$ cat config.mk
export PLATFORM = sky130hd
export DESIGN_NAME = param_sync_fifo
export DESIGN_NICKNAME = d
export VERILOG_FILES = /design/src/rtl/fifo_pkg.sv /design/src/rtl/fifo_mem.sv /design/src/rtl/param_sync_fifo.sv
export SDC_FILE = /design/constraint.sdc
export NUM_CORES = 1
export LEC_CHECK = 0
export CORE_AREA = 2 2 112 114
export DETAILED_ROUTE_END_ITERATION = 10
export DIE_AREA = 0 0 114 116
export HOLD_SLACK_MARGIN = 0.03
export PLACE_DENSITY = 0.75
export SYNTH_ARGS = -nofsm -noshare
export SYNTH_HDL_FRONTEND = slang
export SYNTH_SLANG_ARGS = --single-unit
$ cat constraint.sdc
create_clock -name clk -period 4.5 [get_ports clk]
set_input_delay 0.675 -clock clk [delete_from_list [all_inputs] [get_ports clk]]
set_output_delay 0.675 -clock clk [all_outputs]
set_load 0.02 [all_outputs]
$ cat src/rtl/fifo_pkg.sv
// Shared FIFO defaults and a constant-evaluable ceil(log2) helper.
package fifo_pkg;

    localparam int DEFAULT_DATA_WIDTH = 8;
    localparam int DEFAULT_DEPTH      = 16;

    // Smallest n such that 2**n >= value (0 for value <= 1).
    function automatic int clog2(input int value);
        int result;
        result = 0;
        for (int i = 0; i < 31; i++) begin
            if ((32'sd1 <<< i) < value) begin
                result = i + 1;
            end else begin
                result = result;
            end
        end
        return result;
    endfunction

endpackage

$ cat src/rtl/fifo_mem.sv
// FIFO storage: one synchronous write port, one asynchronous read port.
// Contents are intentionally not reset; occupancy tracking lives in the top.
module fifo_mem #(
    parameter int DATA_WIDTH = 8,
    parameter int DEPTH      = 16,
    parameter int ADDR_WIDTH = 4
) (
    input  logic                  clk,
    input  logic                  wr_en_i,
    input  logic [ADDR_WIDTH-1:0] wr_addr_i,
    input  logic [DATA_WIDTH-1:0] wr_data_i,
    input  logic [ADDR_WIDTH-1:0] rd_addr_i,
    output logic [DATA_WIDTH-1:0] rd_data_o
);

    logic [DATA_WIDTH-1:0] mem_q [DEPTH];

    // Store the incoming word at the write address on an accepted write.
    always_ff @(posedge clk) begin
        if (wr_en_i) begin
            mem_q[wr_addr_i] <= wr_data_i;
        end
    end

    assign rd_data_o = mem_q[rd_addr_i];

endmodule

$ cat src/rtl/param_sync_fifo.sv
// Parameterised single-clock FIFO with status flags, sticky error flags,
// synchronous flush and a selectable standard / first-word-fall-through read.
module param_sync_fifo
    import fifo_pkg::*;
#(
    parameter int DATA_WIDTH = DEFAULT_DATA_WIDTH,
    parameter int DEPTH      = DEFAULT_DEPTH,
    parameter int ADDR_WIDTH = clog2(DEPTH),
    parameter int AF_THRESH  = DEPTH - 2,
    parameter int AE_THRESH  = 2,
    parameter int FWFT       = 0
) (
    input  logic                  clk,
    input  logic                  rst,
    input  logic                  wr_en,
    input  logic [DATA_WIDTH-1:0] data_in,
    input  logic                  rd_en,
    input  logic                  flush,
    output logic [DATA_WIDTH-1:0] data_out,
    output logic                  full,
    output logic                  empty,
    output logic                  almost_full,
    output logic                  almost_empty,
    output logic [ADDR_WIDTH:0]   count,
    output logic                  overflow,
    output logic                  underflow
);

    localparam int CNT_W = ADDR_WIDTH + 1;
    localparam logic [CNT_W-1:0] DEPTH_C = CNT_W'(DEPTH);
    localparam logic [CNT_W-1:0] AF_C    = CNT_W'(AF_THRESH);
    localparam logic [CNT_W-1:0] AE_C    = CNT_W'(AE_THRESH);

    logic [ADDR_WIDTH-1:0] wr_ptr_q, wr_ptr_d;
    logic [ADDR_WIDTH-1:0] rd_ptr_q, rd_ptr_d;
    logic [CNT_W-1:0]      count_q, count_d;
    logic [DATA_WIDTH-1:0] dout_q, dout_d;
    logic                  full_q, empty_q, af_q, ae_q;
    logic                  overflow_q, overflow_d;
    logic                  underflow_q, underflow_d;

    logic                  rd_accept_s;
    logic                  wr_accept_s;
    logic [DATA_WIDTH-1:0] rd_data_s;

    // A read needs a stored word; a write needs room, or a read freeing a slot
    // in the same cycle. Flush suppresses both.
    assign rd_accept_s = rd_en & ~flush & ~empty_q;
    assign wr_accept_s = wr_en & ~flush & (~full_q | rd_accept_s);

    fifo_mem #(
        .DATA_WIDTH(DATA_WIDTH),
        .DEPTH     (DEPTH),
        .ADDR_WIDTH(ADDR_WIDTH)
    ) u_mem (
        .clk      (clk),
        .wr_en_i  (wr_accept_s),
        .wr_addr_i(wr_ptr_q),
        .wr_data_i(data_in),
        .rd_addr_i(rd_ptr_q),
        .rd_data_o(rd_data_s)
    );

    // Next-state for pointers, occupancy, read register and sticky errors.
    always_comb begin
        wr_ptr_d    = wr_ptr_q;
        rd_ptr_d    = rd_ptr_q;
        count_d     = count_q;
        dout_d      = dout_q;
        overflow_d  = overflow_q | (wr_en & ~flush & ~wr_accept_s);
        underflow_d = underflow_q | (rd_en & ~flush & empty_q);
        if (flush) begin
            wr_ptr_d = {ADDR_WIDTH{1'b0}};
            rd_ptr_d = {ADDR_WIDTH{1'b0}};
            count_d  = {CNT_W{1'b0}};
        end else begin
            if (wr_accept_s) begin
                wr_ptr_d = wr_ptr_q + ADDR_WIDTH'(1);
            end else begin
                wr_ptr_d = wr_ptr_q;
            end
            if (rd_accept_s) begin
                rd_ptr_d = rd_ptr_q + ADDR_WIDTH'(1);
            end else begin
                rd_ptr_d = rd_ptr_q;
            end
            case ({wr_accept_s, rd_accept_s})
                2'b10:   count_d = count_q + CNT_W'(1);
                2'b01:   count_d = count_q - CNT_W'(1);
                default: count_d = count_q;
            endcase
            // The head is read before the edge, so a write into the same
            // slot when full cannot corrupt the word being returned.
            if (rd_accept_s && (FWFT == 0)) begin
                dout_d = rd_data_s;
            end else begin
                dout_d = dout_q;
            end
        end
    end

    // State registers; flags are registered from next occupancy so they
    // change in the same cycle as count.
    always_ff @(posedge clk or posedge rst) begin
        if (rst) begin
            wr_ptr_q    <= {ADDR_WIDTH{1'b0}};
            rd_ptr_q    <= {ADDR_WIDTH{1'b0}};
            count_q     <= {CNT_W{1'b0}};
            dout_q      <= {DATA_WIDTH{1'b0}};
            full_q      <= 1'b0;
            empty_q     <= 1'b1;
            af_q        <= 1'b0;
            ae_q        <= 1'b1;
            overflow_q  <= 1'b0;
            underflow_q <= 1'b0;
        end else begin
            wr_ptr_q    <= wr_ptr_d;
            rd_ptr_q    <= rd_ptr_d;
            count_q     <= count_d;
            dout_q      <= dout_d;
            full_q      <= (count_d == DEPTH_C);
            empty_q     <= (count_d == {CNT_W{1'b0}});
            af_q        <= (count_d >= AF_C);
            ae_q        <= (count_d <= AE_C);
            overflow_q  <= overflow_d;
            underflow_q <= underflow_d;
        end
    end

    // In FWFT mode the head word is presented directly; it is forced to zero
    // while empty so reset leaves a defined value on the bus.
    assign data_out     = (FWFT != 0) ? (empty_q ? {DATA_WIDTH{1'b0}} : rd_data_s)
                                      : dout_q;
    assign full         = full_q;
    assign empty        = empty_q;
    assign almost_full  = af_q;
    assign almost_empty = ae_q;
    assign count        = count_q;
    assign overflow     = overflow_q;
    assign underflow    = underflow_q;

endmodule

# Word level (Yosys, flattened, before mapping)
# Memory sizes are Yosys's and may differ from the RTL's. A register that Yosys moved wholly into a read port is not among the register bits.
# Index checks and enable logic that the tools add are counted.
# totals
register_bits,19
ramBits,128
elab_cells,44
n_memories,1
# mem_list
name,depth,width,read_ports,rd_ports_with_merged_regs,write_ports,line_no,source
u_mem.mem_q,16,8,1,1,1,fifo_mem.sv:16,logic [DATA_WIDTH-1:0] mem_q [DEPTH];
# classes
addsub,4
magnitude_cmp,2
n_eq_ne,3
n_mux,8
bitwise_logic,13
n_reduce_logical,4
# op_table
op,n
$mux W4,4
$pmux W5 S2,1
$add A4 B1 Y4 const B,2
$and A1 B1 Y1,6
$add A5 B1 Y5 const B,1
$eq A5 B5 Y1 const B,1
$ge A5 B4 Y1 const B,1
$le A5 B2 Y1 const B,1
$logic_not A5 Y1,1
$mux W5,1
$sub A5 B1 Y5 const B,1
$not A1 Y1,4
$reduce_bool A2 Y1,2
$or A1 B1 Y1,3
$eq A2 B1 Y1 const B,1
$eq A2 B2 Y1 const B,1
$mux W1,2
$reduce_and A2 Y1,1

# Depth between registers and ports, before layout
# depth
ltp_word,9
ltp_mapped,13
depth_no_buf,12

# Cells and area by module
# A second synthesis with hierarchy kept.
# unflattened
cells_unflattened,345
hier_area_um2,6343.6
# by_module_without_submodules
module,n_inst,cells_per_inst,area_per_inst_um2
fifo_mem,1,221,4987.3
param_sync_fifo,1,124,1356.3

# Worst setup path after synthesis
# OpenSTA, ideal clock, no wires.
# synth_timing
path_kind,in2reg
startpoint,in rd_en
endpoint,reg af_q (netlist: almost_full)
setup_time_ns,0.078
t_arrival_ns,2.849
setup_slack_ns,1.572
path_stages,13
cell_sequence,nor2b_1 > o21a_1 > buf_2 > inv_1 > ha_1 > xor2_1 > ha_1 > a21oi_1 > xor2_1 > nor2_1 > xnor2_1 > or3_1 > o21bai_1
# synth_via
elab_chain_cells,8
word_cells_on_any_way,9
cone_classes,1 x order compare; 2 x eq/ne; 2 x mux; 4 x bitwise
# synth_rtl
item,line_no,source
"start, declared",param_sync_fifo.sv:17,"input logic rd_en,"
$and A1 B1 Y1 * (2 in series),param_sync_fifo.sv:48,assign rd_accept_s = rd_en & ~flush & ~empty_q;
$or A1 B1 Y1,param_sync_fifo.sv:49,assign wr_accept_s = wr_en & ~flush & (~full_q | rd_accept_s);
$and A1 B1 Y1,param_sync_fifo.sv:49,
$eq A2 B1 Y1 or $eq A2 B2 Y1 (tied branches),param_sync_fifo.sv:87,"case ({wr_accept_s, rd_accept_s})"
$pmux W5 S2 *,param_sync_fifo.sv:87,
$mux W5 *,param_sync_fifo.sv:72,if (flush) begin
$ge A5 B4 Y1 *,param_sync_fifo.sv:123,af_q <= (count_d >= AF_C);
"end signal, assigned",param_sync_fifo.sv:123,
"end, declared",param_sync_fifo.sv:38,"logic full_q, empty_q, af_q, ae_q;"
# Every way passes the cells marked *; elsewhere a longest branch is shown, timed or not.
# A chain may end at the register's enable or synchronous reset.

# Final worst setup path
# layout_timing
startpoint,in flush
endpoint,reg full_q (netlist: full)
# layout_via
elab_chain_cells,9
word_cells_on_any_way,11
cone_classes,3 x eq/ne; 2 x mux; 6 x bitwise
# layout_rtl
item,line_no,source
"start, declared",param_sync_fifo.sv:18,"input logic flush,"
$not A1 Y1 (no line),--,
$and A1 B1 Y1 (2 in series),param_sync_fifo.sv:48,
$or A1 B1 Y1,param_sync_fifo.sv:49,
$and A1 B1 Y1,param_sync_fifo.sv:49,
$eq A2 B1 Y1 or $eq A2 B2 Y1 (tied branches),param_sync_fifo.sv:87,
$pmux W5 S2,param_sync_fifo.sv:87,
$mux W5 *,param_sync_fifo.sv:72,
net count_d[4],param_sync_fifo.sv:36,"logic [CNT_W-1:0] count_q, count_d;"
$eq A5 B5 Y1 *,param_sync_fifo.sv:121,full_q <= (count_d == DEPTH_C);
"end signal, assigned",param_sync_fifo.sv:121,
"end, declared",param_sync_fifo.sv:38,
# Mark *: on every way through the listed nets, which the timed path passes. The rest lies on a longest branch.

==> impl_metrics.json <==
{
  "synth-seq-cells": 155,
  "syn_to_final_growth_pct": 15.7,
  "critPathLaunchType": "input port",
  "antenna_found_initial": 0,
  "grt_util_all_layers_pct": 19.7,
  "avgSynthCellArea_um2": 18.5,
  "syn_area_um2": 6430,
  "wl_met2_um": 5920,
  "drv_cap": 0,
  "row_count": 40,
  "cp.required_ns": 4.84,
  "power_leakage_nw": 2.56,
  "grt-ovfl-total": 0,
  "final_common_cell": "edfxtp_1",
  "reg2reg_from": "empty",
  "pwr_density_cell_nw_per_um2": 481,
  "syn-num-nets": 368,
  "fin_setup_tns_ns": 0,
  "p_clk_share_pct": 42.2,
  "critPathLaunch": "flush",
  "r2r-end": "almost_full",
  "setup_slack_ns": 0.979,
  "p_sw_w": 0.000788,
  "placed_area_um2": 6810,
  "critPathKind": "in2reg",
  "drv_slew": 0,
  "grt_pass1_wl_um": 18500,
  "nets": 401,
  "rsz0062_at_grt": "false",
  "yosys_most_used_dff": "edfxtp_1",
  "postCtsSetupBuffers": 0,
  "port_buffers": 31,
  "skew_ns": 0.00593,
  "pre_cts_ws_ns": 0.608,
  "die_width_um": 114,
  "fp.coreArea_um2": 11900,
  "reg2reg_depth": 12,
  "slew_headroom_pct": 27.4,
  "wl_per_cell_um": 22.1,
  "grt_start_max_net_pins": 36,
  "worst-slew-pin-transition_ns": 1.09,
  "antenna_left": 0,
  "grt_pass1_vias": 3139,
  "yosysUniqueCellTypes": 38,
  "rrSetupSlack_ns": 1.53,
  "holdCritPathClass": "reg2reg",
  "drive_above_1_share_pct": 14.0,
  "synthArstFlopShare_pct": 17.4,
  "period_needed_ns": 3.52,
  "cts_tree": "done",
  "drc": 0,
  "pwr-share-comb_pct": 10.4,
  "clockRootBuffer": "clkbuf_16",
  "routed_wl_um": 11900,
  "hold_ws_ns": 0.468,
  "clockBufferDepth": 2,
  "switching_share_pct": 22.0,
  "drt-met1-wl_um": 5150,
  "io_pins": 32,
  "cp_max_fo": 18,
  "diodes": 0,
  "synth.yosys.seq_area_share_pct": 70.3,
  "start_util_pct": 54.0,
  "crit_path_end": "full",
  "numCtsBuffers": 17,
  "htree_levels": 4,
  "dr_wl_met3_um": 670,
  "p_int_w": 0.00279,
  "hpwl_um": 7280,
  "synth_top_area_share_pct": 59.8,
  "final_cell_mix": "128 x edfxtp_1, 31 x clkdlybuf4s50_1, 23 x dfrtp_1, 21 x mux4_1",
  "first_pass_iters": 7,
  "clk_pin_slew_ns": 0.06,
  "seqCellArea_um2": 4520,
  "max_freq_ghz": 0.284,
  "die_h_um": 116,
  "hold_violations": 0,
  "gp_congestion": 0.902,
  "p_seq_share_pct": 47.4,
  "fp.dieArea_um2": 13200,
  "cts_hold_buf": 0,
  "postSynthCellCount": 347,
  "peakVddDrop_mv": 0.262,
  "vias_per_cell": 6.02,
  "nFillCells": 845,
  "worst_ep_arrival_time_ns": 3.86,
  "synth_edf_count": 128,
  "clock_latency_ns": 0.42,
  "finalCritPeriodShare_pct": 78.2,
  "drt_iter0_markers": 326,
  "cts.repair.resized": 0,
  "setup-violations-final": 0,
  "vias": 3253,
  "synth_area_leaders": "edfxtp_1 60%, dfrtp_1 9.7%, mux4_1 8.6%",
  "clock_sinks": 155,
  "status": "completed",
  "end_kind": "flip-flop",
  "stdcell_area_um2": 7440,
  "yosysWarnings": 0,
  "multi_input_area_um2": 1760,
  "post-synth-top-area-cell": "edfxtp_1",
  "highest_layer": "met4"
}
## power by group through the flow
stage / combinational (W) / sequential, W / clock (W)
after floorplan: 0.000199 / 0.00173 / 0
after global placement: 0.000366 / 0.00172 / 0
after detailed placement: 0.000372 / 0.00172 / 0
after CTS: 0.000375 / 0.00170 / 0.00153
after global routing: 0.000399 / 0.00171 / 0.00159
final: 0.000372 / 0.00170 / 0.00151
## final cells by class
type / count / area share, %
Sequential cell: 155 / 60.8
Multi-Input combinational cell: 166 / 23.6
Clock buffer: 18 / 5.77
Timing Repair Buffer: 32 / 4.27
Clock inverter: 14 / 2.71
Tap cell: 147 / 2.47
Inverter: 8 / 0.403
## worst max-delay path, cell delays in order
cell and delay, ns:
clkdlybuf4s50_1 0.56, inv_1 0.23, nand3_2 0.34, inv_1 0.27
ha_1 0.33, xor2_1 0.20, ha_1 0.22, a21oi_1 0.08
nor4b_1 0.27, a21oi_1 0.09, xor2_1 0.15, nor2_1 0.23
nor3b_1 0.21
## sequential cells by signal, indices dropped and copies added (netlist names), 4 cells and up
name / cells
u_mem.mem_q: 128
data_out: 8
count: 5
rd_ptr_q: 4
wr_ptr_q: 4
## cell families after synthesis
group / count (synthesis) / synth area share [%]
adders and majority gates: 8 / 1.56
and+or+nand+nor: 75 / 6.17
muxes: 50 / 15.6
buffers and inverters: 26 / 2.39
AOI/OAI and AO/OA: 24 / 2.78
DFF: 155 / 70.3
xor gates and xnor gates: 9 / 1.23
## through the flow
stage / power [W] / std cells / utilization [%]
after global routing: 0.00370 / 540 / 62.5
after floorplan: 0.00193 / 347 / -
after global placement: 0.00209 / 508 / 57.2
after CTS: 0.00360 / 540 / 62.5
after detailed placement: 0.00210 / 508 / 57.2
final: 0.00358 / 540 / 62.5
## synthesized netlist by cell type, drive strengths merged (3+ instances only)
| cell | n |
|---|---|
| a21oi | 5 |
| a221o | 7 |
| and2 | 17 |
| buf | 13 |
| clkbuf | 5 |
| dfrtp | 25 |
| edfxtp | 128 |
| ha | 8 |
| inv | 8 |
| mux2 | 7 |
| mux2i | 10 |
| mux4 | 33 |
| nand2 | 12 |
| nand3 | 5 |
| nand4 | 3 |
| nor2 | 15 |
| nor2b | 4 |
| nor3 | 11 |
| o21ai | 4 |
| xnor2 | 3 |
| xor2 | 6 |
## per-layer routing
layer | vias up | global-route usage, %
met4 | 0 | 7.80
met1 | 1665 | 26.8
met5 | - | 0
met2 | 118 | 30.9
met3 | 14 | 5.23
li1 | 1456 | -
## worst min path at each step
stage                            from  cells after the start     endpoint  slack [ns]
after floorplan           wr_ptr_q[3]                      1  wr_ptr_q[3]        0.51
after global placement      underflow                      1    underflow        0.46
after detailed placement     overflow                      1     overflow        0.46
after CTS                    overflow                      1     overflow        0.47
after global routing        underflow                      1    underflow        0.49
final                        overflow                      1     overflow        0.47
(Power assumes the default switching activity.)
